==> config.mk <==
export PLATFORM = sky130hd
export DESIGN_NAME = fetch_unit
export DESIGN_NICKNAME = d
export VERILOG_FILES = /design/src/rtl/cpu_pkg.sv /design/src/rtl/fetch_fifo.sv /design/src/rtl/fetch_unit.sv
export SDC_FILE = /design/constraint.sdc
export NUM_CORES = 1
export LEC_CHECK = 0
export CAP_MARGIN = 20
export CELL_PAD_IN_SITES_DETAIL_PLACEMENT = 0
export CELL_PAD_IN_SITES_GLOBAL_PLACEMENT = 1
export CORE_UTILIZATION = 40
export CTS_BUF_LIST = sky130_fd_sc_hd__clkbuf_8
export DETAILED_ROUTE_END_ITERATION = 7
export GPL_TIMING_DRIVEN = 0
export MAX_ROUTING_LAYER = met4
export PLACE_DENSITY = 0.76
export SKIP_LAST_GASP = 1
export SYNTH_ARGS = -nofsm -noshare
export SYNTH_HDL_FRONTEND = slang
export SYNTH_SLANG_ARGS = --single-unit
==> constraint.sdc <==
create_clock -name clk -period 3.5 [get_ports clk]
set_input_delay 0.35 -clock clk [delete_from_list [all_inputs] [get_ports clk]]
set_output_delay 0.35 -clock clk [all_outputs]
set_load 0.01 [all_outputs]
==> src/rtl/cpu_pkg.sv <==
// Shared CPU definitions used by the fetch stage and the core.
//
// Contents:
//   ADDR_W_DEF / INST_W_DEF  default PC and instruction widths
//   NOP_INST                 all-zero instruction, also the fetch output reset value
//   opcode_e                 4-bit opcode encoding shared with the core
//   opcode_of()              extracts the opcode field from an instruction
package cpu_pkg;

  localparam int unsigned ADDR_W_DEF = 8;
  localparam int unsigned INST_W_DEF = 16;

  localparam logic [INST_W_DEF-1:0] NOP_INST = '0;

  typedef enum logic [3:0] {
    OpNop   = 4'd0,
    OpLoad  = 4'd1,
    OpStore = 4'd2,
    OpSet   = 4'd3,
    OpLt    = 4'd4,
    OpEq    = 4'd5,
    OpBeq   = 4'd6,
    OpBneq  = 4'd7,
    OpAdd   = 4'd8,
    OpSub   = 4'd9,
    OpShl   = 4'd10,
    OpShr   = 4'd11,
    OpAnd   = 4'd12,
    OpOr    = 4'd13,
    OpInv   = 4'd14,
    OpXor   = 4'd15
  } opcode_e;

  // Opcode lives in the top four bits of the instruction word.
  function automatic opcode_e opcode_of(input logic [INST_W_DEF-1:0] word);
    return opcode_e'(word[INST_W_DEF-1 -: 4]);
  endfunction

endpackage

==> src/rtl/fetch_fifo.sv <==
// Prefetch FIFO for the fetch stage.
//
// Synchronous FIFO of DEPTH entries (any DEPTH >= 2, not only powers of two).
// Entries are {instruction, pc}. A flush empties the FIFO in one edge and
// overrides any push or pop in the same cycle.
//
// Ports:
//   clk    in   clock, all state updates on the rising edge
//   rst    in   synchronous active-high reset
//   flush  in   discard all entries (and any push/pop this cycle)
//   push   in   write wdata at the tail
//   wdata  in   entry to write
//   pop    in   remove the head entry (ignored when empty)
//   rdata  out  head entry; holds the last shown value while empty
//   empty  out  no entries stored
//   count  out  number of entries stored
module fetch_fifo #(
  parameter int unsigned WIDTH = 24,
  parameter int unsigned DEPTH = 4,
  localparam int unsigned PtrW = $clog2(DEPTH),
  localparam int unsigned CntW = $clog2(DEPTH + 1)
) (
  input  logic             clk,
  input  logic             rst,
  input  logic             flush,
  input  logic             push,
  input  logic [WIDTH-1:0] wdata,
  input  logic             pop,
  output logic [WIDTH-1:0] rdata,
  output logic             empty,
  output logic [CntW-1:0]  count
);

  logic [WIDTH-1:0] mem_q [DEPTH];
  logic [PtrW-1:0]  wptr_q;
  logic [PtrW-1:0]  rptr_q;
  logic [CntW-1:0]  count_q;
  logic [WIDTH-1:0] last_q;
  logic             do_push;
  logic             do_pop;

  // Pointers wrap explicitly so non-power-of-two depths work.
  function automatic logic [PtrW-1:0] ptr_inc(input logic [PtrW-1:0] p);
    if (p == PtrW'(DEPTH - 1)) begin
      return '0;
    end
    return p + PtrW'(1);
  endfunction

  assign empty   = (count_q == '0);
  assign do_push = push & ~flush;
  assign do_pop  = pop & ~flush & ~empty;

  always_ff @(posedge clk) begin
    if (rst || flush) begin
      wptr_q  <= '0;
      rptr_q  <= '0;
      count_q <= '0;
    end else begin
      if (do_push) begin
        wptr_q <= ptr_inc(wptr_q);
      end
      if (do_pop) begin
        rptr_q <= ptr_inc(rptr_q);
      end
      if (do_push && !do_pop) begin
        count_q <= count_q + CntW'(1);
      end else if (!do_push && do_pop) begin
        count_q <= count_q - CntW'(1);
      end
    end
  end

  // Storage needs no reset: a slot is only read after it has been written.
  always_ff @(posedge clk) begin
    if (do_push && !rst) begin
      mem_q[wptr_q] <= wdata;
    end
  end

  // Remembers the head currently on rdata so the output holds while empty.
  always_ff @(posedge clk) begin
    if (rst) begin
      last_q <= '0;
    end else if (!empty) begin
      last_q <= mem_q[rptr_q];
    end
  end

  assign rdata = empty ? last_q : mem_q[rptr_q];
  assign count = count_q;

  // The upstream credit check must never let a push land on a full FIFO.
  always_ff @(posedge clk) begin
    if (!rst && do_push && !do_pop) begin
      assert (count_q != CntW'(DEPTH))
        else $error("fetch_fifo overflow");
    end
  end

endmodule

==> src/rtl/fetch_unit.sv <==
// Instruction fetch stage.
//
// Owns the fetch PC (fpc), drives the synchronous instruction ROM (one-cycle
// read latency), buffers returned words with their PC in a prefetch FIFO and
// hands them to the core over a valid/ready handshake. A redirect from the
// core flushes the FIFO, drops the in-flight ROM read and restarts fetch.
//
// Ports:
//   clk             in   clock
//   rst             in   synchronous active-high reset
//   rom_addr        out  ROM read address (the fetch PC register)
//   rom_inst        in   ROM data, valid one cycle after rom_addr
//   inst_valid      out  FIFO head holds a valid instruction
//   inst_ready      in   core accepts the head this cycle
//   inst            out  instruction at the FIFO head
//   inst_pc         out  PC of the head instruction
//   redirect_valid  in   restart fetch at redirect_pc
//   redirect_pc     in   restart target
module fetch_unit
  import cpu_pkg::*;
#(
  parameter int unsigned ADDR_W = ADDR_W_DEF,
  parameter int unsigned INST_W = INST_W_DEF,
  parameter int unsigned DEPTH  = 4
) (
  input  logic              clk,
  input  logic              rst,
  output logic [ADDR_W-1:0] rom_addr,
  input  logic [INST_W-1:0] rom_inst,
  output logic              inst_valid,
  input  logic              inst_ready,
  output logic [INST_W-1:0] inst,
  output logic [ADDR_W-1:0] inst_pc,
  input  logic              redirect_valid,
  input  logic [ADDR_W-1:0] redirect_pc
);

  localparam int unsigned EntW = INST_W + ADDR_W;
  localparam int unsigned CntW = $clog2(DEPTH + 1);

  logic [ADDR_W-1:0] fpc_q, fpc_d;
  logic [ADDR_W-1:0] ipc_q, ipc_d;   // PC of the word currently in the ROM
  logic              pend_q, pend_d; // ROM output this cycle must be captured
  logic              issue;
  logic              push;
  logic              pop;
  logic              fifo_empty;
  logic [CntW-1:0]   fifo_count;
  logic [EntW-1:0]   fifo_head;
  logic [31:0]       need;
  logic [31:0]       room;

  // Redirect masks the head so no transfer can happen in a redirect cycle.
  assign inst_valid = ~fifo_empty & ~redirect_valid;
  assign pop        = inst_valid & inst_ready;
  // The in-flight word is wrong-path when a redirect arrives: drop it.
  assign push       = pend_q & ~redirect_valid;

  // Credit check: issue only if the slot for this address is guaranteed
  // after counting what leaves now and what is already in flight.
  // Written as count + pend + 1 <= DEPTH + pop to stay unsigned.
  always_comb begin
    need  = 32'(fifo_count) + 32'(pend_q) + 32'd1;
    room  = DEPTH + 32'(pop);
    issue = ~redirect_valid & (need <= room);

    fpc_d  = fpc_q;
    ipc_d  = ipc_q;
    pend_d = issue;

    if (redirect_valid) begin
      fpc_d = redirect_pc;
    end else if (issue) begin
      fpc_d = fpc_q + ADDR_W'(1);
      ipc_d = fpc_q;
    end
  end

  always_ff @(posedge clk) begin
    if (rst) begin
      fpc_q  <= '0;
      ipc_q  <= '0;
      pend_q <= 1'b0;
    end else begin
      fpc_q  <= fpc_d;
      ipc_q  <= ipc_d;
      pend_q <= pend_d;
    end
  end

  fetch_fifo #(
    .WIDTH(EntW),
    .DEPTH(DEPTH)
  ) u_fifo (
    .clk  (clk),
    .rst  (rst),
    .flush(redirect_valid),
    .push (push),
    .wdata({rom_inst, ipc_q}),
    .pop  (pop),
    .rdata(fifo_head),
    .empty(fifo_empty),
    .count(fifo_count)
  );

  assign rom_addr = fpc_q;
  assign inst     = fifo_head[EntW-1 -: INST_W];
  assign inst_pc  = fifo_head[ADDR_W-1:0];

endmodule

==> results summary, run 1 <==
Cells with a size suffix above 1 make up 23.5% of the layout. The buffer count from post-CTS setup fixing is 0. The core outline area is 14000 sq um.

For this design, the CTS-stage hold fixing added 0 buffers. The post-route worst hold slack came out at 0.504 ns. The clock-pin transition on the worst setup and hold timing paths came out at 0.09 ns. Across all setup checks in the final design, the least slack found is 0.481 ns. The post-route clock skew is 0.0142 ns. The area occupied by multi-input gates came out at 1750 sq um. In this run the tightest slew margin relative to its limit is 53.8%. The total congestion overflow is 0. The post-layout net count came out at 465. The distinct cell type count after synthesis came out at 42. The die height is 122 um.

The fraction of post-synthesis cell area in the top cell type by area came out at 50.0%. The H-tree generated during clock tree synthesis spans 4 levels. The worst reg-to-reg path cell count came out at 7. The global-route wire length before repair is 16900 um. The initial antenna violation count came to 0.

The number of antenna diodes came out at 0. The arrival time at the worst endpoint is 2.67 ns. The sequential-to-total area share from yosys stat came out at 67.3%. The maximum resistive drop on vdd is 0.234 mV.

The met2 wire length is 5340 um. The final routed wire length divided by cell count is 17.4 um. After synthesis, the mean cell area works out to 16.8 sq um.

The internal power came out at 2.66 mW. The number of fillers in the final layout is 1224. Counting instances, the worst hold path has a depth of 3. Leaving out filler cells and counting taps, the final layout contains 619. In this run, post-CTS repair resized a total of 0 instances. The flow ran to the end, and the final reports show no timing, DRC or antenna violations.

The proportion of power drawn by flip-flops and latches is 55.1%. The cell count after synthesis is 344. After detailed routing, the met3 layer carries 415 um of wire. The aggregate routed wire length is 10800 um. Once placement finished, the instance area stood at 6690 sq um. The share of total power in combinational logic came out at 9.0%. The switching fraction of total power came out at 22.7%. The final design utilization came out at 50.6%.

The total power of the final layout is 3.45 mW. The count of buffers added on input and output ports is 59. The achievable clock frequency came out at 331 MHz. For this design the total switching power over the nets is 0.784 mW.

For this block, the via count after detailed routing is 3091. The synthesized net count came out at 383. The count of boundary I/O pins came out at 61. The via count of the first global-routing pass came to 3138. The number of cells in the design after placement came out at 587. The maximum buffer depth of the clock tree came out at 2.

The startpoint-to-endpoint class of the critical path is reg2out. The full die area is 14900 sq um. The ratio of total power to cell area is 487 nW/um^2. The part of the power in the clock network came out at 35.8%. The final period utilization came out at 86.3%. The TritonCTS sink count came out at 146. The initial DRC count came out at 208. The top layer reached by signal wires is met4. Counting the buffers created by CTS gives 17.

The number of nets with antenna violations after detailed routing is 0. The design area came out at 7080 sq um. The final weighted congestion in routability-driven placement came out at 0.797.

Setup repair after global routing left no endpoint under its margin. Relative to the synthesized area, the layout overhead comes to 22.7%. The clock period could shrink to 3.02 ns. Summed over all failing endpoints, the final setup total negative slack is 0 ns. Across the run, the number of max-cap violations was 0. The analysis attributes to cell leakage a power of 2.44 nW. The initial cell density of the core came out at 41.2%. The synthesized design spends more area on one cell type than any other, namely sky130_fd_sc_hd__edfxtp_1.

The number of endpoints with negative hold slack in the final report is 0. The horizontal die dimension came out at 122 um. Of all nets on the critical path, the largest fanout is 10. The clock root buffer is sky130_fd_sc_hd__clkbuf_8. The number of iterations in the first detailed-routing pass came out at 4. The required time of the critical path came out at 3.15 ns. The worst setup path is captured at an output pin. The total track usage is 16.2%. Summing all flip-flop and latch instances after layout gives 3880 sq um. The synthesized design contains 146 register bits. STA classifies the critical path startpoint as a flop. Setup violations remaining at the end of the flow were counted as 0. The slew of the pin with the lowest slew margin came out at 0.694 ns.

The pre-CTS worst setup slack is 0.523 ns. The total of warnings raised by yosys came out at 0. The tightest min-delay check is of the in2reg type. The CTS tree is done. The placement row count is 43. The later pin in the worst-skew pair is clocked with a latency of 0.44 ns.

After detailed routing, the wire length on met1 is 4860 um. After synthesis the cells add up to 5770 sq um. For this run, design rule violations remaining after detail routing come to 0.

Ranked by total cell area, the synthesized netlist is headed by sky130_fd_sc_hd__edfxtp_1 (50%), sky130_fd_sc_hd__dfxtp_1 (17%), sky130_fd_sc_hd__mux4_2 (9.0%), sky130_fd_sc_hd__mux2_2 (4.7%), sky130_fd_sc_hd__nor2b_1 (2.6%). The half-perimeter wire length after detailed placement came out at 7270 um. The number of max-slew violations in the final report is 0. The via count normalized by instance count is 4.99. Entering global routing, the biggest net connects 18 pins.
-- placed cells by master, fill, tap and decap left out, drive strengths merged --
cell,instances
a2111oi,2
a211oi,9
a21boi,1
a21oi,5
and2,1
and3,4
and3b,1
and4,1
buf,12
bufinv,1
clkbuf,29
clkdlybuf4s50,59
clkinv,6
clkinvlp,5
dfxtp,50
edfxtp,96
fa,1
ha,10
inv,10
mux2,24
mux2i,14
mux4,24
nand2,3
nand3,3
nand4,1
nor2,23
nor2b,24
nor3,2
nor3b,3
nor4,1
o211ai,1
o21ai,1
o21bai,2
o31a,1
or2,1
or3,1
xnor2,4
xor2,3
-- power groups by stage --
| stage | sequential (mW) | combinational (mW) | clock, mW |
|---|---|---|---|
| floorplan | 1.93 | 0.160 | 0 |
| global placement | 1.94 | 0.306 | 0 |
| detailed placement | 1.94 | 0.315 | 0 |
| CTS | 1.90 | 0.317 | 1.26 |
| global route | 1.91 | 0.339 | 1.33 |
| finish | 1.90 | 0.311 | 1.24 |
-- path summary, 6_finish.rpt --
kind / from / endpoint / slack [ns]
setup / recovery: u_fifo.count[0]$_SDFFE_PP0P_ / inst_pc[6] / 0.48
hold / removal: redirect_pc[6] / rom_addr[6]$_SDFFE_PP0P_ / 0.50
setup reg to reg: u_fifo.count[0]$_SDFFE_PP0P_ / rom_addr[1]$_SDFFE_PP0P_ / 0.72
hold reg to reg: ipc_q[0]$_SDFFE_PP0P_ / u_fifo.mem_q[3][0]$_DFFE_PP_ / 0.52
-- synthesized netlist by cell type (all sizes together) --
master    n
mux2     24
and4      1
clkbuf    9
ha       10
nor2     23
xnor2     4
mux4     24
fa        1
or3       1
and2      1
o21bai    2
o211ai    1
a2111oi   2
or2       1
o21ai     1
nand3     3
nor4      1
and3b     1
dfxtp    50
nor2b    24
and3      4
nand4     1
a211oi    9
nor3b     3
buf       8
inv      10
edfxtp   96
a21boi    1
xor2      3
mux2i    14
nand2     3
o31a      1
nor3      2
a21oi     5
-- cell families (layout without fill, tap and decap cells) --
family                   after synthesis  in the layout  share of synthesized area (%)
flip-flops                           146            146                           67.3
AO/OA/AOI/OAI                         22             22                           3.25
multiplexers                          62             62                           16.6
XOR/XNOR                               7              7                           1.19
AND/OR/NAND/NOR                       69             69                           6.77
adder cells (fa/ha/maj)               11             11                           2.52
buffers and inverters                 27            122                           2.36
-- worst max-delay path, cell delays in order (launching register included) --
cell	delay, ns
sky130_fd_sc_hd__dfxtp_1	0.39
sky130_fd_sc_hd__nor3_4	0.55
sky130_fd_sc_hd__buf_2	0.39
sky130_fd_sc_hd__mux2_2	0.41
sky130_fd_sc_hd__clkdlybuf4s50_1	0.48
-- layout make-up --
| type | count | area share (%) |
|---|---|---|
| Sequential cell | 146 | 54.9 |
| Multi-Input combinational cell | 171 | 24.7 |
| Timing Repair Buffer | 63 | 9.90 |
| Clock buffer | 20 | 3.89 |
| Tap cell | 180 | 3.18 |
| Clock inverter | 12 | 1.54 |
| Buffer | 17 | 1.40 |
| Inverter | 10 | 0.530 |
-- metal layers --
| metal | GRT usage, % | up-vias |
|---|---|---|
| met1 | 20.2 | 1549 |
| met5 | - | - |
| met3 | 3.93 | 15 |
| met4 | 5.95 | 0 |
| li1 | - | 1462 |
| met2 | 25.7 | 65 |
-- state kept, by name (all words and copies together), names as in the netlist, named ones only --
signal / flops
u_fifo.count: 3
rom_addr: 8
u_fifo.rptr_q: 2
u_fifo.wptr_q: 2
u_fifo.mem_q: 96
u_fifo.last_q: 24
pend_q: 1
ipc_q: 8
No activity file was read; power rests on OpenSTA's default activity.
==> run 2, diff against run 1 <==
CORE_MARGIN = 2   (was unset)
==> results summary, run 2 (same netlist as run 1, synthesis figures left out) <==
The run finished with clean final reports. The number of port buffers is 59 (unchanged). The aggregate routed wire length came out at 11000 um (+2.4%). The final number of setup-violating endpoints came out at 0 (unchanged). The buffer count from post-CTS setup fixing is 0 (unchanged). The number of iterations in the first detailed-routing pass came to 4 (unchanged). TritonCTS built the clock tree. The TritonCTS sink count is 146 (unchanged). The final period utilization was 84.2% (-2.1 points). The global-route wire length before repair came to 17000 um (+1.1%). The ratio of total power to cell area came to 496 nW/um^2 (+1.8%).

The post-layout net count came out at 465 (unchanged). The number of antenna diodes came out at 0 (unchanged). The number of vias after detailed routing is 3119 (+0.91%). The core outline area was 14000 sq um (unchanged). The half-perimeter wire length after detailed placement is 7290 um (+0.19%). The fraction of layout cells with a size suffix above 1 came to 21.6% (-1.8 points). The horizontal die dimension came out at 124 um (+1.6%). The library cells used most frequently in the layout, excluding fill and tap cells, are sky130_fd_sc_hd__edfxtp_1 (96), sky130_fd_sc_hd__clkdlybuf4s50_1 (59), sky130_fd_sc_hd__dfxtp_1 (50). The maximum resistive drop on vdd came to 0.245 mV (+4.6%). The leakage power summed over all cells was 2.47 nW (+1.3%).

The pin count of the biggest net entering global routing is 18 (unchanged). The largest registers in the layout are u_fifo.mem_q x96, u_fifo.last_q x24. The arrival time at the worst endpoint came to 2.60 ns (-0.07 ns). The count of boundary I/O pins is 61 (unchanged).

The count of buffering cells on the critical path with inverters included came to 2 (unchanged). The number of endpoints with negative hold slack in the final report came out at 0 (unchanged). Traced cell by cell, the critical path runs through nor3_4 > buf_2 > mux2_2 > clkdlybuf4s50_1.

The cell sitting at the root of the clock tree is a sky130_fd_sc_hd__clkbuf_8. The clock-pin transition on the worst setup and hold timing paths is 0.08 ns (about the same). The number of cells in the design after placement is 587 (unchanged).

The stage delay of the slowest cell on the critical path is 0.48 ns (-0.07 ns). The final cell count without fillers was 619 (unchanged). The clock latency of the later-clocked register in the worst-skew pair is 0.44 ns (about the same). The post-route clock skew came to 0.00954 ns (-0.00462 ns). The required time of the critical path is 3.15 ns (about the same).

Setup repair after global routing left no endpoint under its margin. The startpoint-to-endpoint class of the critical path is reg2out. The final design utilization came out at 50.4% (-0.19 points).

The total congestion overflow is 0 (unchanged). The post-CTS resize count is 0 (unchanged). The final weighted congestion in routability-driven placement is 0.773 (-3.1%). The die height came out at 124 um (+1.6%). The total CTS buffers came out at 17 (unchanged). The maximum buffer depth of the clock tree is 2 (unchanged). The via count of the first global-routing pass is 3189 (+1.6%). The number of flip-flops in the largest register came out at 96 (unchanged). The initial cell density of the core came out at 41.2% (unchanged). The final routed wire length divided by cell count is 17.8 um (+2.4%). The count of hold-fix buffers inserted at cts was 0 (unchanged). The area of placed instances is 6670 sq um (-0.37%). The number of nets with antenna violations after detailed routing came out at 0 (unchanged).

The via count normalized by instance count is 5.04 (+0.91%). The total number of H-tree levels came out at 4 (unchanged). The clock period minus worst slack is 2.95 ns (-0.0733 ns). The full die area came out at 15400 sq um (+3.3%).

In this run the worst hold path is classified as in2reg. The DRC violation count after routing came out at 0 (unchanged). The number of max-slew violations in the final report is 0 (unchanged). The design area is 7050 sq um (-0.37%). The initial antenna violation count was 0 (unchanged). The maximum net fanout on the critical path came out at 10 (unchanged).

The worst slew slack as a fraction of its limit was 52.8% (-1.0 points). The setup TNS after final layout came out at 0 ns (unchanged). The achievable clock frequency came to 340 MHz (+2.5%). More flip-flops sit in one register than any other, and that register is u_fifo.mem_q. The max capacitance violation total was 0 (unchanged).

The placement row count came to 43 (unchanged). The slew of the pin with the lowest slew margin came out at 0.709 ns (+0.0151 ns). Leaving out fill and tap cells, the most frequent cell in the layout is sky130_fd_sc_hd__edfxtp_1.

On the critical path, the stage with the largest delay is an instance of sky130_fd_sc_hd__clkdlybuf4s50_1. The relative area change from synthesis to final layout is 22.3%. STA classifies the critical path endpoint as an output pin. The total track usage is 15.9% (-0.32 points). The initial DRC count is 180 (-13%). The category of cells accounting for the largest share of critical-path delay is buffers and inverters.

The nature of the critical path startpoint is a flop.
==> run 2: worst paths after layout <==
| kind | from | to | slack (ns) | cells past startpoint |
|---|---|---|---|---|
| worst max register to register | u_fifo.count[0]$_SDFFE_PP0P_ | rom_addr[5]$_SDFFE_PP0P_ | 0.85 | 7 |
| worst min-delay path | redirect_pc[3] | rom_addr[3]$_SDFFE_PP0P_ | 0.49 | 3 |
| worst min register to register | ipc_q[5]$_SDFFE_PP0P_ | u_fifo.mem_q[2][5]$_DFFE_PP_ | 0.51 | 0 |
| worst max-delay path | u_fifo.count[0]$_SDFFE_PP0P_ | inst[7] | 0.55 | 4 |
==> run 2: layout make-up <==
cell class	instances	area, sq um
multi-input cells	171	1750
plain buffers	17	98.8
repair buffers	63	676
clock buffers	18	248
flip-flops and latches	146	3880
fillers	1204	6940
clock inverters	14	135
inverters	10	37.5
well taps	180	225
==> run 2: where the power goes <==
part | switching [mW] | total, mW | internal [mW]
combinational | 0.135 | 0.309 | 0.174
sequential | 0.0301 | 1.90 | 1.87
clock | 0.586 | 1.29 | 0.699
total | 0.752 | 3.50 | 2.75
==> run 2: through the flow <==
stage / hold WS, ns / setup slack [ns] / total power [mW]
2_1_floorplan: 0.449 / 1.22 / 2.09
3_5_place_dp: 0.498 / 0.553 / 2.25
6_report: 0.491 / 0.554 / 3.50
5_1_grt: 0.504 / 0.411 / 3.63
4_1_cts: 0.473 / 0.519 / 3.53
3_3_place_gp: 0.478 / 0.450 / 2.24
==> run 2: tightest hold or removal path, cell delays in order <==
cell and delay (ns):
sky130_fd_sc_hd__clkdlybuf4s50_1 0.40, sky130_fd_sc_hd__nor2_1 0.09, sky130_fd_sc_hd__a211oi_1 0.05
==> run 2: metal layers <==
layer  part of all wire, %  global-route usage (%)  up-vias
li1                      -                       -     1461
met1                    46                    21.4     1580
met2                    48                    23.3       62
met4                   1.4                    5.90        0
met3                   4.1                    4.35       16
met5                     0                       -        -
